## src/rtl/display_pkg.sv

```systemverilog
// display_pkg: shared constants and helpers for the multiplexed seven-segment scanner.
// Segment order in every 7-bit code is {g,f,e,d,c,b,a}, active-low.
package display_pkg;

   localparam logic [7:0] SEG_OFF = 8'hFF;

   // Active-low glyphs for hex 0..F, entry 0 in the least significant slot.
   localparam logic [15:0][6:0] SEG_TABLE = {
      7'h0E, 7'h06, 7'h21, 7'h46,   // F E d C
      7'h03, 7'h08, 7'h10, 7'h00,   // b A 9 8
      7'h78, 7'h02, 7'h12, 7'h19,   // 7 6 5 4
      7'h30, 7'h24, 7'h79, 7'h40    // 3 2 1 0
   };

   // Width of a digit index; never narrower than one bit.
   function automatic int idx_width(input int n);
      return (n <= 2) ? 1 : $clog2(n);
   endfunction

endpackage

```

## src/rtl/seg7_decode.sv

```systemverilog
// seg7_decode: combinational hex nibble to active-low seven-segment code.
module seg7_decode
   import display_pkg::*;
(
   input  logic [3:0] nibble_i,
   output logic [6:0] seg_o
);

   // Pure table lookup; the dp bit is handled by the caller.
   always_comb begin
      seg_o = SEG_TABLE[nibble_i];
   end

endmodule

```

## src/rtl/display_scan.sv

```systemverilog
// display_scan: multiplexed common-anode seven-segment scanner with PWM dimming,
// frame-synchronous snapshot of value/dp, and registered active-low outputs.
// Optional leading-zero blanking is built when DISPLAY_SCAN_LZB_EN is defined.
module display_scan
   import display_pkg::*;
#(
   parameter int DIGITS   = 4,
   parameter int SCAN_W   = 15,
   parameter int BRIGHT_W = 3
) (
   input  logic                  clk,
   input  logic                  rst_n,
   input  logic [4*DIGITS-1:0]   value,
   input  logic [DIGITS-1:0]     dp,
   input  logic                  enable,
   input  logic [BRIGHT_W-1:0]   brightness,
   output logic [DIGITS-1:0]     io_select,
   output logic [7:0]            io_segment,
   output logic                  frame_tick
);

   localparam int            IW       = idx_width(DIGITS);
   localparam logic [IW-1:0] LAST_IDX = IW'(DIGITS - 1);

   logic [SCAN_W-1:0]   pre_q, pre_d;
   logic [IW-1:0]       idx_q, idx_d;
   logic [4*DIGITS-1:0] snap_val_q;
   logic [DIGITS-1:0]   snap_dp_q;
   logic [DIGITS-1:0]   sel_q, sel_d;
   logic [7:0]          seg_q, seg_d;
   logic                tick_q, tick_d;
   logic                wrap, frame_start, lit;
   logic [3:0]          nibble;
   logic [6:0]          glyph;
   logic [DIGITS-1:0]   blank;

   seg7_decode u_dec (
      .nibble_i (nibble),
      .seg_o    (glyph)
   );

`ifdef DISPLAY_SCAN_LZB_EN
   // Reset snapshot is all zeros, so every digit above 0 starts blanked.
   localparam logic [DIGITS-1:0] BLANK_RST = {{(DIGITS-1){1'b1}}, 1'b0};

   logic [DIGITS-1:0] blank_q, blank_d;

   // Walk down from the top digit; blanking stops at the first non-zero nibble or set dp.
   always_comb begin
      logic run;
      run     = 1'b1;
      blank_d = '0;
      for (int i = DIGITS - 1; i > 0; i--) begin
         if (run && (snap_val_q[4*i +: 4] == 4'h0) && !snap_dp_q[i]) begin
            blank_d[i] = 1'b1;
         end else begin
            run = 1'b0;
         end
      end
   end

   // Mask is refreshed once per frame, the clock after the snapshot is taken.
   always_ff @(posedge clk or negedge rst_n) begin
      if (!rst_n) begin
         blank_q <= BLANK_RST;
      end else if (tick_q) begin
         blank_q <= blank_d;
      end
   end

   assign blank = blank_q;
`else
   assign blank = '0;
`endif

   // Scan position, snapshot selection and the lit/dark decision for the current slot.
   always_comb begin
      wrap        = &pre_q;
      frame_start = wrap && (idx_q == LAST_IDX);
      pre_d       = pre_q + 1'b1;
      idx_d       = idx_q;
      if (wrap) begin
         idx_d = (idx_q == LAST_IDX) ? '0 : idx_q + 1'b1;
      end
      tick_d = frame_start;
      nibble = snap_val_q[{idx_q, 2'b00} +: 4];
      lit    = enable && !blank[idx_q]
               && (pre_q[SCAN_W-1 -: BRIGHT_W] <= brightness);
      sel_d  = '1;
      seg_d  = SEG_OFF;
      if (lit) begin
         sel_d[idx_q] = 1'b0;
         seg_d        = {~snap_dp_q[idx_q], glyph};
      end
   end

   // Prescaler, digit index and frame-boundary snapshot of the display data.
   always_ff @(posedge clk or negedge rst_n) begin
      if (!rst_n) begin
         pre_q      <= '0;
         idx_q      <= '0;
         snap_val_q <= '0;
         snap_dp_q  <= '0;
      end else begin
         pre_q <= pre_d;
         idx_q <= idx_d;
         if (frame_start) begin
            snap_val_q <= value;
            snap_dp_q  <= dp;
         end
      end
   end

   // Registered pin drivers; select and segments always change on the same edge.
   always_ff @(posedge clk or negedge rst_n) begin
      if (!rst_n) begin
         sel_q  <= '1;
         seg_q  <= SEG_OFF;
         tick_q <= 1'b0;
      end else begin
         sel_q  <= sel_d;
         seg_q  <= seg_d;
         tick_q <= tick_d;
      end
   end

   assign io_select  = sel_q;
   assign io_segment = seg_q;
   assign frame_tick = tick_q;

endmodule

```

## config.mk

```make
export PLATFORM = sky130hd
export DESIGN_NAME = display_scan
export DESIGN_NICKNAME = d
export VERILOG_FILES = /design/src/rtl/display_pkg.sv /design/src/rtl/seg7_decode.sv /design/src/rtl/display_scan.sv
export SDC_FILE = /design/constraint.sdc
export NUM_CORES = 1
export LEC_CHECK = 0
export BUFFER_PORTS_ARGS = -buffer_cell sky130_fd_sc_hd__buf_4
export CAP_MARGIN = 20
export CORE_MARGIN = 4
export CORE_UTILIZATION = 58
export CTS_BUF_LIST = sky130_fd_sc_hd__clkbuf_4
export CTS_CLUSTER_DIAMETER = 30
export DETAILED_ROUTE_END_ITERATION = 16
export PLACE_DENSITY = 0.82
export SLEW_MARGIN = 20
export SYNTH_ARGS = -nofsm -noshare
export SYNTH_HDL_FRONTEND = slang
export SYNTH_SLANG_ARGS = --single-unit
```

## constraint.sdc

```tcl
create_clock -name clk -period 2.55 [get_ports clk]
set_input_delay 0.1275 -clock clk [delete_from_list [all_inputs] [get_ports clk]]
set_output_delay 0.1275 -clock clk [all_outputs]
set_load 0.05 [all_outputs]
```

* Word-level counts from Yosys, hierarchy flattened
Memories as Yosys holds them, arrays and structs flattened.
Cells that the tools add are included.
** Operators by class
- $add $sub $neg :: 2
- Order comparisons :: 4
- Equal/unequal tests :: 1
- Shifts and indexed selects :: 1
- Muxes and demuxes :: 10
- Bitwise gates (word level) :: 2
- Reduce and logical (&&, ||, !) cells :: 6
** Operators by type and width (count)
- 16-bit by 5-bit indexed part select with 4-bit output :: 1
- 15-bit by 1-bit adder with 15-bit output, second input constant :: 1
- 15-bit AND reduction :: 1
- 8-bit 2-to-1 mux :: 1
- 7-bit 2-to-1 mux :: 1
- 4-bit by 5-bit < comparator with 1-bit output, second input constant :: 1
- 1-bit binary-select mux with 2-bit select :: 2
- 1-bit logical AND :: 4
- 4-bit 2-to-1 mux :: 1
- 4-bit inverter :: 1
- 3-bit <= comparator :: 1
- 2-bit by 3-bit < comparator with 1-bit output, second input constant :: 1
- 1-bit 2-to-1 mux :: 3
- 2-bit by 1-bit adder with 2-bit output, second input constant :: 1
- 1-bit demux with 2-bit select :: 1
- 2-bit equality test, second input constant :: 1
- 2-bit by 1-bit >= comparator with 1-bit output, second input constant :: 1
- 2-bit 2-to-1 mux :: 1
- 1-bit zero test :: 1
- 1-bit inverter :: 1
** Word-level totals
- Register bits after elaboration :: 50
- Bits in read-only memories :: 112
- Input bits :: 26
- Output and inout port bits :: 13
- Word-level logic and storage cells :: 34
- Memories :: 1
** Memories
- (no name shown) :: words 16, width 7, read ports 1, clocked after Yosys merged registers in 0, wr ports 0, line seg7_decode.sv:11 : seg_o = SEG_TABLE[nibble_i];

* Longest topological paths before layout
Gate-level depths: netlist of run 1.
- Depth after elaboration :: 6
- Depth in mapped cells :: 7
- Mapped depth without buffers :: 6

* By module
From an unflattened synthesis of run 1, not the netlist that was laid out.
** Second synthesis, totals
- Cells, all modules :: 190
- Area, all modules :: 2482.4 um^2
** Modules (own cells, without submodules)
- display_scan :: instances 1, cells an instance 155, area an instance 2234.6 um^2, seq. area each 1266.2 um^2
- seg7_decode :: instances 1, cells an instance 35, area an instance 247.7 um^2, seq. area each 0.0 um^2

* Worst setup path before layout of run 1
No wires, ideal clock.
- Path type :: reg-to-reg
- Start point :: reg pre_q[0]
- End point :: reg snap_dp_q[0]
- Setup time :: 0.125 ns
- Arrival time :: 1.783 ns
- Required time :: 2.425 ns
- Slack :: 0.642 ns
- Stages on the path, launching flop included :: 7
- Path buffers :: 1
- Period minus slack after synthesis :: 1.908 ns
- Path through :: dfrtp_1 > ha_1 > nand3_2 > or3_4 > nor3_4 > buf_6 > mux2_2
** On the way
- Cells in the longest elaborated chain, start to end :: 2
** Ends and longest elaborated chain
- start, declared :: line display_scan.sv:25 : logic [SCAN_W-1:0] pre_q, pre_d;
- start signal, assigned :: line display_scan.sv:105 : pre_q <= pre_d;
- 15-bit AND reduction :: line display_scan.sv:78 : wrap = &pre_q;
- 1-bit logical AND :: line display_scan.sv:79 : frame_start = wrap && (idx_q == LAST_IDX);
- end signal, assigned :: line display_scan.sv:109 : snap_dp_q <= dp;
- end, declared :: line display_scan.sv:28 : logic [DIGITS-1:0] snap_dp_q;
No other way between the ends.
A chain may end at the register's enable or synchronous reset.

* Final worst setup path of run 1
- Start point :: reg idx_q[0]
- End point :: reg seg_q[6], in the netlist io_segment[6]
** On the way
- Cells in the longest elaborated chain, start to end :: 6
- Elaborated cells between the ends (all ways) :: 9
- Classes of those cells :: shift: 1; mux: 4; reduce/logical: 3; memory: 1
** Ends and longest elaborated chain
- start, declared :: line display_scan.sv:26 : logic [IW-1:0] idx_q, idx_d;
- start signal, assigned :: line display_scan.sv:106 : idx_q <= idx_d;
- branches (longest 5 deep; another with memory 16 x 7 bit)
- 8-bit 2-to-1 mux (*) :: line display_scan.sv:91 : if (lit) begin
- net seg_d[6] :: line display_scan.sv:30 : logic [7:0] seg_q, seg_d;
- end signal, assigned :: line display_scan.sv:122 : seg_q <= seg_d;
- end, declared :: line display_scan.sv:30
Mark *: on every way through the listed nets, which the timed path passes. The select of a mux whose other input is x is not followed.

==> results.py, run 1 <==
metrics = {
    "yosys": {
        "ys_types": 35,
        "synth.top_cells.by_area": "dfrtp_1 (40%), dfstp_2 (13%), mux2_2 (10%)",
        "yosys_warnings": 0,
        "async_flop_share_pct": 100,
        "netlist_area_um2": 2370,
        "syn_area_per_cell_um2": 13.1,
        "ys_ff_latch": 50,
        "synth_edf_count": 0,
        "synth_nets": 221,
        "synthCells": 181,
        "yosysMostFrequentCell": "dfrtp_1",
        "ys_seq_area_share_pct": 53.5,
        "synth_top_area_share_pct": 40.2,
        "synth_common_cells": "dfrtp_1 (38), mux2_2 (22), nand2_1 (16), ha_1 (14), dfstp_2 (12)",
        "synthFlopType": "dfrtp_1",
        "yosys.area.top_type": "dfrtp_1",
    },
    "clock_network": {
        "holdBufCountCts": 20,
        "htree_levels": 2,
        "cts_tree": "built",
        "worst_setup_hold_path_clk_slew_ns": 0.13,
        "clockBufferDepth": 2,
        "post_cts_buffers": 0,
        "cts_buffers": 5,
        "clock-sinks": 50,
        "worst_skew_pair.late_latency_ns": 0.36,
        "ctsResizeCount": 0,
        "root_buffer": "clkbuf_4",
    },
    "finish": {
        "nets": 281,
        "antenna_cells": 0,
        "area_growth_pct": 23.5,
        "final_layout_size_suffix_gt1_share_pct": 38.2,
        "finalInstanceArea_um2": 2920,
    },
    "routing": {
        "vias": 1548,
        "finalWirelength_um": 4260,
        "routed_via_density": 5.36,
        "drt_first_pass_iters": 4,
        "drtAntennaViolNets": 0,
        "drtIter0Drc": 85,
        "wl_per_cell_um": 14.7,
        "drc": 0,
    },
    "global_route": {
        "grt_max_degree": 51,
        "antenna_found_initial": 0,
        "grt_pass1_vias": 1685,
        "grt_use_total_pct": 19.0,
        "overflow": 0,
        "grt_pass1_wl_um": 7580,
    },
    "placement": {
        "portBuffers": 38,
        "place_area_um2": 2670,
        "dpl.hpwl_um": 3030,
        "place_congestion": 0.787,
    },
    "timing": {
        "rsz0062_at_grt": "false",
        "min_period_over_period_pct": 85.7,
        "maxSlewViolCount": 0,
        "max-slew-margin-rel_pct": 46.7,
        "hold_violations": 0,
        "clock_skew_ns": 0.0135,
        "setup_violations": 0,
        "clock.fmax_mhz": 457,
        "tns_ns": 0,
        "fin_crit_ns": 2.19,
        "tightest_slew_ns": 0.800,
    },
    "setup_path": {
        "crit_path_start_kind": "register",
        "required_ns": 2.77,
        "crit_fanout": 9,
        "crit_path_end_kind": "register",
        "cp.arrival_ns": 2.41,
        "crit_type": "register to register",
    },
    "pwr": {
        "total_power_mw": 1.29,
        "p_leak_nw": 1.38,
        "worst_ir_drop_vdd_mv": 0.330,
        "p_per_area_nw_per_um2": 441,
    },
    "floorplanning": {
        "rows": 22,
        "coreArea_um2": 3800,
        "die_h_um": 71.9,
        "die-area_um2": 5170,
        "die_x_um": 71.9,
        "initial_core_util_pct": 62.3,
        "io_pins": 39,
    },
    "min_path": {
        "hp-class": "input pin to register",
    },
    "outcome": {
        "status": "complete, no violations",
    },
    "run": {
        "drv_cap": 0,
    },
}
[cell type report]
cell class	instances	area [um^2]
Clock buffer	6	45.0
Clock inverter	1	7.51
Fill cell	249	875
Inverter	11	41.3
Multi-Input combinational cell	114	1010
Sequential cell	50	1270
Tap cell	48	60.1
Timing Repair Buffer	59	493
[kinds of logic after synthesis]
logic type                 after synthesis  synth area share [%]
buffers and inverters                   17                  3.81
DFF                                     50                  53.5
AOI/OAI and AO/OA                       14                  4.18
and+or+nand+nor                         44                  10.0
adders and majority gates               14                  7.40
xor gates and xnor gates                13                  4.81
muxes                                   29                  16.3
[registers in the layout, summed over array words and instances, names as in the netlist]
register,flops
pre_q,15
idx_q,2
snap_val_q,16
frame_tick,1
snap_dp_q,4
io_segment,8
io_select,4
[cell usage in the layout (no fill, tap or decap), types with 2 or more instances in the layout]
cell and n:
nand3_1 6, dlygate4sd3_1 20, mux4_2 5, o221ai_1 2
xnor2_1 8, mux2_2 22, nand2_1 16, o211ai_1 4
clkbuf_4 6, nand4_1 2, nand2b_1 2, nor3_1 3
o21ai_0 4, o2bb2ai_1 2, dfrtp_1 38, inv_1 11
buf_4 39, nor2_1 5, dfstp_2 12, ha_1 14
xor2_1 5
[routing by layer]
layer | GRT usage [%] | routed length [um] | vias to the layer above
li1 | - | - | 749
met1 | 23.1 | 1760 | 740
met2 | 32.8 | 2190 | 51
met3 | 4.07 | 240 | 8
met4 | 8.14 | 68 | 0
met5 | 0 | 0 | -
[power breakdown]
group          leakage (nW)  internal (mW)  switching [mW]  total (mW)
clock network        0.0278          0.114           0.231       0.345
logic                 0.705         0.0618          0.0717       0.133
registers             0.643          0.809         0.00231       0.812
[path summary, 6_finish.rpt]
path                          start       endpoint  slack, ns  depth (start not counted)
hold reg to reg            pre_q[8]       pre_q[8]       0.49                          1
max in group asynchronous     rst_n       idx_q[1]       1.84                          2
min in group asynchronous     rst_n      pre_q[12]       0.30                          2
setup / recovery           idx_q[0]  io_segment[6]       0.36                          5
setup reg to reg           idx_q[0]  io_segment[6]       0.36                          5
hold / removal                dp[0]   snap_dp_q[0]       0.03                          2
[critical path: stages, from the launching register on]
cell and delay, ns:
dfrtp_1 0.64, mux4_2 0.65, ha_1 0.28, mux2_2 0.27, nand2_1 0.06, o311ai_0 0.15
[through the flow]
step | hold slack (ns) | util, % | setup WS (ns) | std cells
4_1_cts | 0.0137 | 77.0 | 0.364 | 289
5_1_grt | 0.00941 | 77.0 | 0.235 | 289
3_3_place_gp | 0.162 | 70.3 | 0.407 | 262
6_report | 0.0277 | 77.0 | 0.363 | 289
2_1_floorplan | -0.168 | - | 0.642 | 181
3_5_place_dp | 0.177 | 70.3 | 0.387 | 262
Note: power is estimated with default switching activity, not from simulation.
==> inputs of run 2 (changes only) <==
--- a/config.mk
+++ b/config.mk
@@ -8,11 +8,11 @@
 export BUFFER_PORTS_ARGS = -buffer_cell sky130_fd_sc_hd__buf_4
 export CAP_MARGIN = 20
 export CORE_MARGIN = 4
-export CORE_UTILIZATION = 58
+export CORE_UTILIZATION = 62
 export CTS_BUF_LIST = sky130_fd_sc_hd__clkbuf_4
 export CTS_CLUSTER_DIAMETER = 30
 export DETAILED_ROUTE_END_ITERATION = 16
-export PLACE_DENSITY = 0.82
+export PLACE_DENSITY = 0.87
 export SLEW_MARGIN = 20
 export SYNTH_ARGS = -nofsm -noshare
 export SYNTH_HDL_FRONTEND = slang
==> constraint.sdc (replaced) <==
create_clock -name clk -period 2.52 [get_ports clk]
set_input_delay 0.126 -clock clk [delete_from_list [all_inputs] [get_ports clk]]
set_output_delay 0.126 -clock clk [all_outputs]
set_load 0.05 [all_outputs]
==> results.py, run 2 (same netlist as run 1, synthesis figures left out) <==
metrics = {
    "outcome": {
        "status": "complete, no violations",
    },
    "clock_network": {
        "worst_skew_pair.late_latency_ns": 0.35,
        "root_buffer": "clkbuf_4",
        "holdBufCountCts": 14,
        "post_cts_buffers": 0,
        "htree_levels": 2,
        "ctsResizeCount": 0,
        "cts_buffers": 5,
        "cts_tree": "built",
        "clockBufferDepth": 2,
        "worst_setup_hold_path_clk_slew_ns": 0.13,
        "clock-sinks": 50,
    },
    "pwr": {
        "p_int_mw": 1.01,
        "p_per_area_nw_per_um2": 450,
        "switching_power_mw": 0.307,
        "worst_ir_drop_vdd_mv": 0.281,
        "switching_share_pct": 23.3,
        "p_leak_nw": 1.38,
        "total_power_mw": 1.32,
        "pwr-share-seq_pct": 62.3,
        "power_frac_comb_pct": 10.3,
        "clkPwrFrac_pct": 27.4,
    },
    "finish": {
        "layout_common_cells": "buf_4 (39), dfrtp_1 (38), mux2_2 (22), dlygate4sd3_1 (20), nand2_1 (16)",
        "finalInstanceArea_um2": 2930,
        "area_growth_pct": 23.7,
        "multi_input_area_um2": 1010,
        "fillerInstances": 212,
        "largest_reg_flops": 16,
        "final_core_util_pct": 79.4,
        "final_common_cell": "buf_4",
        "finalNonFillerCells": 290,
        "antenna_cells": 0,
        "regMostFlops": "snap_val_q",
        "area.sequential_um2": 1270,
        "final_layout_size_suffix_gt1_share_pct": 38.0,
        "nets": 281,
    },
    "routing": {
        "vias": 1576,
        "drtIter0Drc": 67,
        "wl_per_cell_um": 15.2,
        "drtAntennaViolNets": 0,
        "finalWirelength_um": 4400,
        "routed_via_density": 5.43,
        "drc": 0,
        "drt_first_pass_iters": 4,
    },
    "floorplanning": {
        "io_pins": 39,
        "die_h_um": 69.8,
        "coreArea_um2": 3690,
        "rows": 22,
        "die-area_um2": 4870,
        "die_x_um": 69.8,
        "initial_core_util_pct": 64.2,
    },
    "global_route": {
        "grt_max_degree": 51,
        "grt_pass1_vias": 1630,
        "grt_pass1_wl_um": 7500,
        "overflow": 0,
        "antenna_found_initial": 0,
        "grt_use_total_pct": 19.4,
    },
    "timing": {
        "clock_skew_ns": 0.0108,
        "tightest_slew_ns": 0.795,
        "rsz0062_at_grt": "false",
        "min_period_over_period_pct": 85.4,
        "hold_violations": 0,
        "fin_crit_ns": 2.15,
        "setup_violations": 0,
        "max-slew-margin-rel_pct": 47.0,
        "setup_slack_ns": 0.369,
        "clock.fmax_mhz": 465,
        "tns_ns": 0,
        "hold_ws_ns": 0.0243,
        "maxSlewViolCount": 0,
    },
    "setup_path": {
        "rr_worst_depth": 6,
        "crit_fanout": 21,
        "rrSetupSlack_ns": 0.37,
        "reg2reg_to": "snap_val_q[3]",
        "crit_path_start_kind": "register",
        "reg2reg_from": "pre_q[0]",
        "crit_path_end_kind": "register",
        "cp.arrival_ns": 2.39,
        "crit_type": "register to register",
        "required_ns": 2.76,
    },
    "placement": {
        "place_congestion": 0.862,
        "portBuffers": 38,
        "place_area_um2": 2670,
        "dpl.hpwl_um": 3010,
        "dp.cells": 262,
        "place_ws_ns": 0.362,
    },
    "run": {
        "drv_cap": 0,
    },
    "min_path": {
        "hp-class": "input pin to register",
        "hold_path.startpoint": "value[9]",
        "holdPathStages": 2,
        "hold_end": "snap_val_q[9]",
    },
}
run 2: cell types whose count changed in the layout (fill, tap and decap cells not counted):
cell / delta
clkbuf_4: +1
clkinvlp_4: -1
clkinv_1: +1
run 2: worst max path at each step:
stage / to / cells after the start / slack, ns / from
2_1_floorplan: snap_dp_q[0] / 6 / 0.61 / pre_q[0]
3_3_place_gp: io_segment[6] / 5 / 0.40 / idx_q[0]
3_5_place_dp: io_segment[6] / 5 / 0.36 / idx_q[0]
4_1_cts: io_segment[6] / 5 / 0.34 / idx_q[0]
5_1_grt: io_segment[6] / 5 / 0.24 / idx_q[0]
6_report: snap_val_q[3] / 6 / 0.37 / pre_q[0]
run 2: critical path, cell delays in order (launching register included):
cell	delay, ns
dfrtp_1	0.41
ha_1	0.23
nand3_2	0.13
or3_4	0.44
nor3_4	0.16
buf_4	0.29
mux2_2	0.38
run 2: area by class of cell:
cell class,count,share of cell area [%]
clock buffer,7,1.79
sequential,50,43.2
inverter,11,1.41
timing repair buffer,59,16.8
multi-input combinational,114,34.5
tap,48,2.05
clock inverter,1,0.128
run 2: layer usage:
metal	global-route usage, %	vias up	share of wire, %
li1	-	746	-
met4	5.74	0	0.68
met1	23.5	785	43
met3	5.51	4	5.1
met5	0	-	0
met2	33.5	41	51
run 2: power by group through the flow:
stage / logic, mW / registers (mW) / clock network, mW
2_1_floorplan: 0.0133 / 0.872 / 0
4_1_cts: 0.129 / 0.821 / 0.366
5_1_grt: 0.147 / 0.823 / 0.402
6_report: 0.136 / 0.821 / 0.361
3_5_place_dp: 0.111 / 0.836 / 0
3_3_place_gp: 0.109 / 0.836 / 0
==> inputs of run 3 (changes only) <==
--- a/config.mk
+++ b/config.mk
@@ -6,7 +6,6 @@
 export NUM_CORES = 1
 export LEC_CHECK = 0
 export BUFFER_PORTS_ARGS = -buffer_cell sky130_fd_sc_hd__buf_4
-export CAP_MARGIN = 20
 export CORE_MARGIN = 4
 export CORE_UTILIZATION = 62
 export CTS_BUF_LIST = sky130_fd_sc_hd__clkbuf_4
==> constraint.sdc (replaced) <==
create_clock -name clk -period 2.8 [get_ports clk]
set_input_delay 0.14 -clock clk [delete_from_list [all_inputs] [get_ports clk]]
set_output_delay 0.14 -clock clk [all_outputs]
set_load 0.05 [all_outputs]
==> results.py, run 3 (same netlist as run 1, synthesis figures left out) <==
metrics = {
    "clock_network": {
        "post_cts_buffers": 0,
        "htree_levels": 2,
        "root_buffer": "clkbuf_4",
        "clockBufferDepth": 2,
        "cts_buffers": 5,
        "worst_skew_pair.late_latency_ns": 0.36,
        "cts_tree": "built",
        "clock-sinks": 50,
        "worst_setup_hold_path_clk_slew_ns": 0.13,
    },
    "timing": {
        "min_period_over_period_pct": 76.5,
        "rsz0062_at_grt": "false",
        "tns_ns": 0,
        "clock.fmax_mhz": 467,
        "hold_violations": 0,
        "tightest_slew_ns": 0.594,
        "fin_crit_ns": 2.14,
        "setup_violations": 0,
        "maxSlewViolCount": 0,
        "hold_ws_ns": 0.00837,
        "max-slew-margin-rel_pct": 60.4,
        "clock_skew_ns": 0.00554,
        "setup_slack_ns": 0.658,
    },
    "pwr": {
        "clkPwrFrac_pct": 27.2,
        "pwr-share-seq_pct": 63.1,
        "worst_ir_drop_vdd_mv": 0.345,
        "switching_power_mw": 0.270,
        "p_leak_nw": 1.35,
        "p_per_area_nw_per_um2": 411,
        "switching_share_pct": 23.0,
        "power_frac_comb_pct": 9.7,
        "p_int_mw": 0.902,
    },
    "finish": {
        "nets": 274,
        "area_growth_pct": 20.5,
        "final_layout_size_suffix_gt1_share_pct": 39.7,
        "final_common_cell": "buf_4",
        "largest_reg_flops": 16,
        "antenna_cells": 0,
        "layout_common_cells": "buf_4 (40), dfrtp_1 (38), mux2_2 (22), nand2_1 (16), ha_1 (14)",
        "regMostFlops": "snap_val_q",
    },
    "min_path": {
        "hp-class": "input pin to register",
        "holdPathStages": 2,
        "hold_path.startpoint": "value[4]",
        "hold_end": "snap_val_q[4]",
    },
    "floorplanning": {
        "initial_core_util_pct": 64.2,
        "die_h_um": 69.8,
        "io_pins": 39,
        "coreArea_um2": 3690,
        "die_x_um": 69.8,
        "rows": 22,
        "die-area_um2": 4870,
    },
    "setup_path": {
        "reg2reg_to": "io_segment[6]",
        "cp.arrival_ns": 2.42,
        "rr_worst_depth": 5,
        "crit_path_start_kind": "register",
        "crit_path_end_kind": "register",
        "crit_fanout": 9,
        "reg2reg_from": "idx_q[0]",
        "required_ns": 3.08,
        "crit_type": "register to register",
        "rrSetupSlack_ns": 0.66,
    },
    "outcome": {
        "status": "complete, no violations",
    },
    "placement": {
        "dpl.hpwl_um": 3030,
        "portBuffers": 38,
        "place_congestion": 0.833,
        "place_ws_ns": 0.675,
    },
    "global_route": {
        "overflow": 0,
        "grt_pass1_vias": 1683,
        "antenna_found_initial": 0,
        "grt_use_total_pct": 19.1,
        "grt_pass1_wl_um": 7410,
        "grt_max_degree": 51,
    },
    "routing": {
        "drt_first_pass_iters": 4,
        "routed_via_density": 5.43,
        "drc": 0,
        "finalWirelength_um": 4260,
        "wl_per_cell_um": 15.1,
        "drtAntennaViolNets": 0,
        "vias": 1532,
        "drtIter0Drc": 82,
    },
    "run": {
        "drv_cap": 0,
    },
}
run 3: worst max path at each step:
stage | slack, ns | start | end
floorplan | 0.89 | pre_q[0] | snap_dp_q[0]
global placement | 0.71 | idx_q[0] | io_segment[6]
detailed placement | 0.68 | pre_q[0] | snap_val_q[5]
CTS | 0.63 | idx_q[0] | io_segment[6]
global route | 0.54 | pre_q[0] | snap_val_q[5]
finish | 0.66 | idx_q[0] | io_segment[6]
run 3: critical path: stages (launching register included):
cell and delay, ns:
dfrtp_1 0.63, mux4_2 0.65, ha_1 0.28, mux2_2 0.28, nand2_1 0.07, o311ai_0 0.14
run 3: cell type report:
cell class	instances	area, um^2
Timing Repair Buffer	52	420
Multi-Input combinational cell	114	1010
Tap cell	48	60.1
Inverter	11	41.3
Sequential cell	50	1270
Fill cell	227	837
Clock buffer	7	52.6
run 3: repair_timing:
| action | 4_1_cts | 5_1_grt |
|---|---|---|
| resized for setup | 0 | 0 |
| hold endpoints to repair | 49 | 0 |
| hold buffers | 12 | 0 |
run 3: power groups by stage:
stage	Sequential (mW)	Clock, mW	Combinational (mW)
2_1_floorplan	0.785	0	0.0119
3_3_place_gp	0.752	0	0.0996
3_5_place_dp	0.752	0	0.102
4_1_cts	0.739	0.328	0.115
5_1_grt	0.740	0.352	0.123
6_report	0.739	0.318	0.114
run 3: routing by layer:
layer,track usage [%],vias up,share of wire [%]
met1,22.4,749,42
li1,-,728,-
met4,8.51,0,2.4
met2,32.9,43,50
met5,0,-,0
met3,4.64,12,5.3
run 3: through the flow:
| step | power [mW] | instance area (um^2) | util (%) | std cells |
|---|---|---|---|---|
| 6_report | 1.17 | 2850 | 77.3 | 282 |
| 5_1_grt | 1.22 | 2850 | 77.3 | 282 |
| 4_1_cts | 1.18 | 2850 | 77.3 | 282 |
| 3_5_place_dp | 0.854 | 2680 | 72.6 | 263 |
| 3_3_place_gp | 0.852 | 2680 | 72.6 | 263 |
| 2_1_floorplan | 0.797 | 2370 | - | 181 |
